<file path="config.mk">
export PLATFORM = sky130hd
export DESIGN_NAME = hazard1_shift_arb_flat
export DESIGN_NICKNAME = d
export VERILOG_FILES = /design/src/rtl/hazard1_shift_arb_if.sv /design/src/rtl/hazard1_shift_arb.sv /design/src/flat_wrapper.sv
export SDC_FILE = /design/constraint.sdc
export NUM_CORES = 1
export LEC_CHECK = 0
export ABC_AREA = 1
export BUFFER_PORTS_ARGS = -buffer_cell sky130_fd_sc_hd__buf_2
export CORE_UTILIZATION = 47
export CTS_CLUSTER_SIZE = 25
export DETAILED_ROUTE_END_ITERATION = 8
export PLACE_DENSITY = 0.75
export SYNTH_ARGS = -nofsm -noshare
export SYNTH_HDL_FRONTEND = slang
export SYNTH_SLANG_ARGS = --single-unit
</file>
<file path="constraint.sdc">
create_clock -name clk -period 2.24 [get_ports clk]
set_clock_uncertainty 0.2 [all_clocks]
set_input_delay 0.448 -clock clk [delete_from_list [all_inputs] [get_ports clk]]
set_output_delay 0.448 -clock clk [all_outputs]
set_load 0.005 [all_outputs]
</file>
<file path="src/rtl/hazard1_shift_arb_if.sv">
// Request/response bundle for hazard1_shift_arb.
// Port i of each request field occupies slice i (32-bit din, 5-bit shamt, 1-bit flags).
interface hazard1_shift_arb_if;
  logic [1:0]  req_valid;
  logic [1:0]  req_ready;
  logic [63:0] req_din;
  logic [9:0]  req_shamt;
  logic [1:0]  req_right_nleft;
  logic [1:0]  req_arith;
  logic        rsp_valid;
  logic        rsp_ready;
  logic        rsp_id;
  logic [31:0] rsp_dout;

  // Arbiter side
  modport slave (
    input  req_valid, req_din, req_shamt, req_right_nleft, req_arith, rsp_ready,
    output req_ready, rsp_valid, rsp_id, rsp_dout
  );

  // Requesters plus response consumer
  modport master (
    output req_valid, req_din, req_shamt, req_right_nleft, req_arith, rsp_ready,
    input  req_ready, rsp_valid, rsp_id, rsp_dout
  );
endinterface

</file>
<file path="src/rtl/hazard1_shift_arb.sv">
// Two-port arbiter sharing one 32-bit barrel shifter, with a one-entry tagged response register.
// Optional feature: define HAZARD1_SHIFT_ARB_RR_EN for round-robin arbitration; otherwise
// port 0 has fixed priority on contention.
module hazard1_shift_arb (
  input  logic               clk,
  input  logic               rst,
  hazard1_shift_arb_if.slave bus
);

  logic        r_rsp_valid;
  logic        r_rsp_id;
  logic [31:0] r_rsp_dout;
`ifdef HAZARD1_SHIFT_ARB_RR_EN
  logic        r_last_grant;
`endif

  logic        w_free;
  logic        w_accept;
  logic        w_gnt;
  logic [1:0]  w_ready;
  logic [31:0] w_sh_din;
  logic [4:0]  w_sh_shamt;
  logic        w_sh_right;
  logic        w_sh_arith;
  logic        w_fill;
  logic [31:0] w_pre;
  logic [31:0] w_s1, w_s2, w_s3, w_s4, w_s5;
  logic [31:0] w_sh_dout;

  // The stage can take a new result if it is empty or being drained this cycle.
  assign w_free = !r_rsp_valid || bus.rsp_ready;

  // Winner select: a lone requester wins outright, contention goes to the policy.
  always_comb begin
    w_gnt = 1'b0;
    case (bus.req_valid)
      2'b10:   w_gnt = 1'b1;
`ifdef HAZARD1_SHIFT_ARB_RR_EN
      2'b11:   w_gnt = ~r_last_grant;
`else
      2'b11:   w_gnt = 1'b0;
`endif
      default: w_gnt = 1'b0;
    endcase
  end

  // Accept needs a valid requester, a free stage and no reset in progress.
  assign w_accept = (|bus.req_valid) && w_free && !rst;
  assign w_ready  = w_accept ? (w_gnt ? 2'b10 : 2'b01) : 2'b00;

  // Granted operands feed the shared shifter; left shifts always zero-fill.
  assign w_sh_din   = w_gnt ? bus.req_din[63:32] : bus.req_din[31:0];
  assign w_sh_shamt = w_gnt ? bus.req_shamt[9:5] : bus.req_shamt[4:0];
  assign w_sh_right = bus.req_right_nleft[w_gnt];
  assign w_sh_arith = bus.req_arith[w_gnt] && bus.req_right_nleft[w_gnt];
  assign w_fill     = w_sh_arith && w_sh_din[31];

  // Left shifts reuse the right-shift stages on bit-reversed data; rotate is not used.
  always_comb begin
    w_pre = '0;
    for (int i = 0; i < 32; i++) begin
      w_pre[i] = w_sh_right ? w_sh_din[i] : w_sh_din[31-i];
    end
  end

  assign w_s1 = w_sh_shamt[0] ? {w_fill, w_pre[31:1]}        : w_pre;
  assign w_s2 = w_sh_shamt[1] ? {{2{w_fill}}, w_s1[31:2]}    : w_s1;
  assign w_s3 = w_sh_shamt[2] ? {{4{w_fill}}, w_s2[31:4]}    : w_s2;
  assign w_s4 = w_sh_shamt[3] ? {{8{w_fill}}, w_s3[31:8]}    : w_s3;
  assign w_s5 = w_sh_shamt[4] ? {{16{w_fill}}, w_s4[31:16]}  : w_s4;

  // Undo the bit reversal for left shifts.
  always_comb begin
    w_sh_dout = '0;
    for (int i = 0; i < 32; i++) begin
      w_sh_dout[i] = w_sh_right ? w_s5[i] : w_s5[31-i];
    end
  end

  // Response register: reload on accept (even while draining), otherwise clear when drained.
  always_ff @(posedge clk) begin
    if (rst) begin
      r_rsp_valid <= 1'b0;
      r_rsp_id    <= 1'b0;
      r_rsp_dout  <= '0;
    end else if (w_accept) begin
      r_rsp_valid <= 1'b1;
      r_rsp_id    <= w_gnt;
      r_rsp_dout  <= w_sh_dout;
    end else if (bus.rsp_ready) begin
      r_rsp_valid <= 1'b0;
    end
  end

`ifdef HAZARD1_SHIFT_ARB_RR_EN
  // Priority state moves only on accept, so a waiting requester keeps its claim.
  always_ff @(posedge clk) begin
    if (rst) begin
      r_last_grant <= 1'b1;
    end else if (w_accept) begin
      r_last_grant <= w_gnt;
    end
  end
`endif

  assign bus.req_ready = w_ready;
  assign bus.rsp_valid = r_rsp_valid;
  assign bus.rsp_id    = r_rsp_id;
  assign bus.rsp_dout  = r_rsp_dout;

endmodule
</file>
<file path="src/flat_wrapper.sv">
// flat-port wrapper written by rule: the top's interface ports become plain ports
module hazard1_shift_arb_flat 
  (clk, rst, bus_req_valid, bus_req_din, bus_req_shamt, bus_req_right_nleft, bus_req_arith, bus_rsp_ready, bus_req_ready, bus_rsp_valid, bus_rsp_id, bus_rsp_dout);
  hazard1_shift_arb_if bus_i ();
  input  logic clk;
  input  logic rst;
  input wire logic [$bits(bus_i.req_valid)-1:0] bus_req_valid;
  input wire logic [$bits(bus_i.req_din)-1:0] bus_req_din;
  input wire logic [$bits(bus_i.req_shamt)-1:0] bus_req_shamt;
  input wire logic [$bits(bus_i.req_right_nleft)-1:0] bus_req_right_nleft;
  input wire logic [$bits(bus_i.req_arith)-1:0] bus_req_arith;
  input wire logic [$bits(bus_i.rsp_ready)-1:0] bus_rsp_ready;
  output wire logic [$bits(bus_i.req_ready)-1:0] bus_req_ready;
  output wire logic [$bits(bus_i.rsp_valid)-1:0] bus_rsp_valid;
  output wire logic [$bits(bus_i.rsp_id)-1:0] bus_rsp_id;
  output wire logic [$bits(bus_i.rsp_dout)-1:0] bus_rsp_dout;
  assign bus_i.req_valid = bus_req_valid;
  assign bus_i.req_din = bus_req_din;
  assign bus_i.req_shamt = bus_req_shamt;
  assign bus_i.req_right_nleft = bus_req_right_nleft;
  assign bus_i.req_arith = bus_req_arith;
  assign bus_i.rsp_ready = bus_rsp_ready;
  assign bus_req_ready = bus_i.req_ready;
  assign bus_rsp_valid = bus_i.rsp_valid;
  assign bus_rsp_id = bus_i.rsp_id;
  assign bus_rsp_dout = bus_i.rsp_dout;
  hazard1_shift_arb u_core (.clk(clk), .rst(rst), .bus(bus_i));
endmodule
</file>
# [After elaboration in Yosys (flattened, before gate mapping)]
# Cells that the tools add are included.
[word_totals] reg_bits=34 out_inout_bits=36
[classes] order_cmp=1 n_eq_ne=1 n_mux=80 reduce_logical=9
[ops] cell="2-to-1 mux 32 bit" count=6
[ops] cell="2-to-1 mux 1 bit" count=71
[ops] cell="2-to-1 mux 5 bit" count=1
[ops] cell="logical AND 1 bit" count=4
[ops] cell="2-to-1 mux 2 bit" count=2
[ops] cell="equality test 2 bit (second input constant)" count=1
[ops] cell="zero test 1 bit" count=2
[ops] cell="less-than comparator 1 x 2 -> 1 bit (second input constant)" count=1
[ops] cell="nonzero test 2 bit" count=1
[ops] cell="OR reduction 2 bit" count=1
[ops] cell="logical OR 1 bit" count=1

# [Depth between registers and ports, before layout]
[depth] ltp_word=12 depth_mapped=17 mapped_depth_nobuf=16

# [Least setup slack after synthesis]
# Ideal clock, no wire load.
[synth_path] path_kind="input -> output" start="in bus_req_valid[1]" end="out bus_req_ready[0]" arrival_ps=1750 n_path_buf=3 slack_ps=-158 required_time_ps=1592 path_stages=7 path_cell_list="buf_4 buf_2 nor2_1 nor3_2 clkinv_1 clkbuf_1 nor2_1"
[synth_via] elab_chain_len=4 elab_cells_between_ends=7 classes_between="eq/ne (1); mux (3); reduce/logical (3)"
[synth_lines] item="start, declared" line_no="flat_wrapper.sv:7" source="input wire logic [$bits(bus_i.req_valid)-1:0] bus_req_valid;"
[synth_lines] item="equality test 2 bit / OR reduction 2 bit (equally long branches)" line_no="hazard1_shift_arb.sv:36, hazard1_shift_arb.sv:48"
[synth_lines] item="2-to-1 mux 1 bit / logical AND 1 bit (equally long branches)" line_no="hazard1_shift_arb.sv:36, hazard1_shift_arb.sv:48"
[synth_lines] item="2-to-1 mux 2 bit / logical AND 1 bit (equally long branches)" line_no="hazard1_shift_arb.sv:49, hazard1_shift_arb.sv:48"
[synth_lines] item="2-to-1 mux 2 bit *" line_no="hazard1_shift_arb.sv:49" source="assign w_ready = w_accept ? (w_gnt ? 2'b10 : 2'b01) : 2'b00;"
[synth_lines] item="end, declared" line_no="flat_wrapper.sv:13" source="output wire logic [$bits(bus_i.req_ready)-1:0] bus_req_ready;"
# Mark *: on every way between the ends. The rest lies on a longest branch, timed or not.

# [Worst setup path in the final report]
[layout_path] start="in bus_req_valid[0]" end="reg u_core.r_rsp_dout[5] (netlist: u_core.bus.rsp_dout[5])"
[layout_via] elab_chain_len=12 elab_cells_between_ends=46 classes_between="eq/ne (1); mux (40); reduce/logical (5)"
[layout_lines] item="equality test 2 bit" line_no="hazard1_shift_arb.sv:36" source="case (bus.req_valid)"
[layout_lines] item="2-to-1 mux 1 bit" line_no="hazard1_shift_arb.sv:36"
[layout_lines] item="2-to-1 mux 1 bit (on tied branches) (2 in series)" line_no="hazard1_shift_arb.sv:55, hazard1_shift_arb.sv:54"
[layout_lines] item="logical AND 1 bit" line_no="hazard1_shift_arb.sv:55" source="assign w_sh_arith = bus.req_arith[w_gnt] && bus.req_right_nleft[w_gnt];"
[layout_lines] item="logical AND 1 bit" line_no="hazard1_shift_arb.sv:56" source="assign w_fill = w_sh_arith && w_sh_din[31];"
[layout_lines] item="2-to-1 mux 32 bit" line_no="hazard1_shift_arb.sv:66" source="assign w_s1 = w_sh_shamt[0] ? {w_fill, w_pre[31:1]} : w_pre;"
[layout_lines] item="2-to-1 mux 32 bit" line_no="hazard1_shift_arb.sv:67" source="assign w_s2 = w_sh_shamt[1] ? {{2{w_fill}}, w_s1[31:2]} : w_s1;"
[layout_lines] item="2-to-1 mux 32 bit" line_no="hazard1_shift_arb.sv:68" source="assign w_s3 = w_sh_shamt[2] ? {{4{w_fill}}, w_s2[31:4]} : w_s2;"
[layout_lines] item="2-to-1 mux 32 bit" line_no="hazard1_shift_arb.sv:69" source="assign w_s4 = w_sh_shamt[3] ? {{8{w_fill}}, w_s3[31:8]} : w_s3;"
[layout_lines] item="2-to-1 mux 32 bit" line_no="hazard1_shift_arb.sv:70" source="assign w_s5 = w_sh_shamt[4] ? {{16{w_fill}}, w_s4[31:16]} : w_s4;"
[layout_lines] item="2-to-1 mux 1 bit" line_no="hazard1_shift_arb.sv:76" source="w_sh_dout[i] = w_sh_right ? w_s5[i] : w_s5[31-i];"
[layout_lines] item="end signal, assigned" line_no="hazard1_shift_arb.sv:89" source="r_rsp_dout <= w_sh_dout;"
[layout_lines] item="end, declared" line_no="hazard1_shift_arb.sv:12" source="logic [31:0] r_rsp_dout;"
# Several ways; a longest one is shown, not always the timed one. The select of a mux whose other input is x is not followed.
# A chain may end at the register's enable or synchronous reset.

==> run_results.csv <==
group,metric,value,unit
sta,finalHoldViolCount,0,
power,p_seq_frac,0.240,
routing,vias,6662,
placement,place.gp.congestion,0.9531,
clock_tree,hold_buffers,0,
setup_path,critPathRequiredTime,2.25,ns
clock_tree,clock_latency,0.28,ns
logic_synthesis,synth_top_area_frac,0.4262,
setup_path,critPathMaxFanout,16,
logic_synthesis,syn_inst,882,
run_status,status,"finished, violations left",
logic_synthesis,yosys.area.top_type,"nand3_1",
global_routing,grt_pass1_vias,5650,
sta,post-route-period-util,1.021,
job,drv_cap,0,
floorplan,dieArea,0.01019,sq mm
final_layout,diodes,0,
placement,dpl_cell_area,0.005569,sq mm
power,p_int,1.546,mW
power,ir_drop,311.8,uV
setup_path,endpoint_kind,"flip-flop",
placement,portBuffers,118,
sta,report.final.slew_viol_count,0,
logic_synthesis,ys.flop_type,"dfxtp_1",
setup_path,ff2ff_path_depth,6,
clock_tree,cts_made_buffers,5,
sta,setup_tns,-0.1559,ns
sta,relSlewSlack,0.7671,
final_layout,post-route-util,0.6844,
power,power_leakage,3.318,nW
setup_path,crit_path_end,"u_core.bus.rsp_dout[5]",
sta,max_freq,437.1,MHz
sta,rsz0062_at_grt,"true",
routing,wire_per_inst,14.70,um
sta,worst_pin_slew,0.3493,ns
floorplan,die_x,101.0,um
global_routing,globalRouteOverflowTotal,0,
clock_tree,cts_sinks,34,
floorplan,dieHeight,101.0,um
placement,dpl.hpwl,11730,um
global_routing,antenna_found_initial,0,
min_path,min_from,"u_core.bus.rsp_dout[8]",
setup_path,rr_startpoint,"u_core.bus.rsp_valid",
sta,hold_ws,0.2594,ns
power,cellPowerDensity,443.0,mW/mm^2
setup_path,regToRegEndpoint,"u_core.bus.rsp_dout[19]",
clock_tree,htreeDepth,2,
power,combPwrFrac,0.612,
logic_synthesis,synth.net_count,965,
logic_synthesis,synthTopCellsByArea,"nand3_1, nand2_1, dfxtp_1, inv_1, a21oi_1",
setup_path,arrival,2.30,ns
floorplan,start_util,0.4912,
logic_synthesis,yosysSeqAreaShare,0.1479,
logic_synthesis,ys_ff_latch,34,
routing,drc_errors,0,
power,sw_frac_of_total,0.4558,
setup_path,crit_start,"bus_req_valid[0]",
final_layout,fin_nets,1088,
clock_tree,clk_pin_slew,0.07,ns
logic_synthesis,syn_area_per_cell,5.219,sq um
logic_synthesis,async_flop_share,0,
final_layout,syn2layout_area_growth,39.33,%
floorplan,core,0.009371,sq mm
logic_synthesis,yosysWarnings,0,
sta,setup_ws,-0.04757,ns
global_routing,track_usage,0.2990,
floorplan,ios,119,
routing,drtPass1Iterations,6,
global_routing,grt_pass1_wl,24850,um
placement,dp_slack,-0.2776,ns
sta,fin_crit,2.288,ns
setup_path,critical_path_class,"input pin to flip-flop",
final_layout,final_area,0.006414,sq mm
power,clkPwrFrac,0.149,
setup_path,reg2reg_slack,0.65,ns
final_layout,drive_gt1_frac,0.3095,
routing,viasPerCell,5.875,
global_routing,grt_max_degree,38,
routing,wl,16670,um
floorplan,rows,35,
logic_synthesis,yosysUniqueCellTypes,26,
clock_tree,cts_tree,"done",
min_path,hp-class,"flip-flop to flip-flop",
clock_tree,ctsLongestPathBuffers,2,
logic_synthesis,netlist_area,0.004603,sq mm
logic_synthesis,synth_edf_count,0,
sta,setup_viol,8,
setup_path,critPathLaunchType,"input pin",
power,p_switching,1.295,mW
clock_tree,cts_root_buffer,"clkbuf_8",
routing,drtAntennaViolNets,0,
routing,drtIter0Drc,718,
run_status,violations,"setup timing",
==> metal layers <==
layer	vias up	wire length (um)	track usage
met3	49	1420	0.05270
met4	0	419	0.1026
met5	-	0	0
met1	3045	6876	0.3828
met2	336	7950	0.5047
li1	3232	-	-
==> critical path: stages <==
cell and delay, ns:
buf_2 0.14, inv_4 0.09, nand2_8 0.09, buf_12 0.16, buf_4 0.14, o21ai_4 0.23
buf_6 0.15, clkbuf_16 0.17, nand3_1 0.11, nand3_1 0.14, nand3_1 0.13, nand3_1 0.09
nand3_1 0.08, a21oi_1 0.14
==> worst min-delay path by stage <==
stage                         endpoint  slack, ns  depth (start not counted)
2_1_floorplan        u_core.bus.rsp_id       0.26                          2
3_3_place_gp    u_core.bus.rsp_dout[4]       0.25                          2
3_5_place_dp    u_core.bus.rsp_dout[7]       0.25                          2
4_1_cts         u_core.bus.rsp_dout[7]       0.26                          2
5_1_grt        u_core.bus.rsp_dout[19]       0.28                          2
6_report        u_core.bus.rsp_dout[8]       0.26                          2
==> cells in the final DEF, fill, tap and decap left out, types with 2 or more instances in the layout <==
master	n
o21ai_4	4
nor2_1	6
clkbuf_16	4
o21ai_2	2
inv_4	4
a21oi_2	4
a21oi_1	30
dfxtp_1	34
clkinv_2	3
o21ai_0	4
buf_6	9
nand3b_1	12
nand3_2	90
nand2_1	244
buf_4	38
nand2_2	8
buf_2	118
o211ai_1	2
nand3_1	303
inv_1	57
buf_12	14
inv_2	2
clkbuf_8	5
==> stage by stage <==
step                      std cells  power, mW
after floorplan                 882      1.685
after global placement         1112      2.130
after detailed placement       1112      2.143
after CTS                      1119      2.569
after global routing           1134      3.049
final                          1134      2.841
==> flip-flops by register name, summed over array words and instances, names as in the netlist <==
signal,cells
u_core.bus.rsp_id,1
u_core.bus.rsp_valid,1
u_core.bus.rsp_dout,32
==> power by group through the flow <==
stage / Sequential, mW / Clock [mW] / Combinational [mW]
global placement: 0.694 / 0 / 1.44
CTS: 0.681 / 0.434 / 1.45
detailed placement: 0.694 / 0 / 1.45
finish: 0.681 / 0.422 / 1.74
global route: 0.686 / 0.463 / 1.90
floorplan: 0.697 / 0 / 0.988
==> kinds of logic after synthesis <==
| logic type | count (synthesis) | synth area share |
|---|---|---|
| AOI/OAI and AO/OA | 47 | 0.05925 |
| buffers and inverters | 131 | 0.1242 |
| DFF | 34 | 0.1479 |
| and+or+nand+nor | 670 | 0.6687 |
==> synthesized netlist by cell type, types with 4 or more instances <==
master and n:
buf_4 7, inv_2 4, dfxtp_1 34, o21ai_0 4, buf_2 31, nand3b_1 12, nor2_1 7, clkbuf_1 21
buf_1 6, a21oi_1 34, nand3_1 392, inv_1 59, nand2_1 253
==> area by class of cell <==
| type | count | area, sq um |
|---|---|---|
| Tap cell | 129 | 161.4 |
| Fill cell | 896 | 2958 |
| Multi-Input combinational cell | 717 | 3884 |
| Clock buffer | 5 | 68.82 |
| Inverter | 64 | 251.5 |
| Sequential cell | 34 | 680.7 |
| Clock inverter | 2 | 10.01 |
| Timing Repair Buffer | 183 | 1358 |
==> timing repair <==
item                       CTS  global route
gates resized for setup      0           128
hold endpoints to repair     0             0
buffers inserted             0            10
setup endpoints to repair    0            33
(Power assumes the default switching activity.)
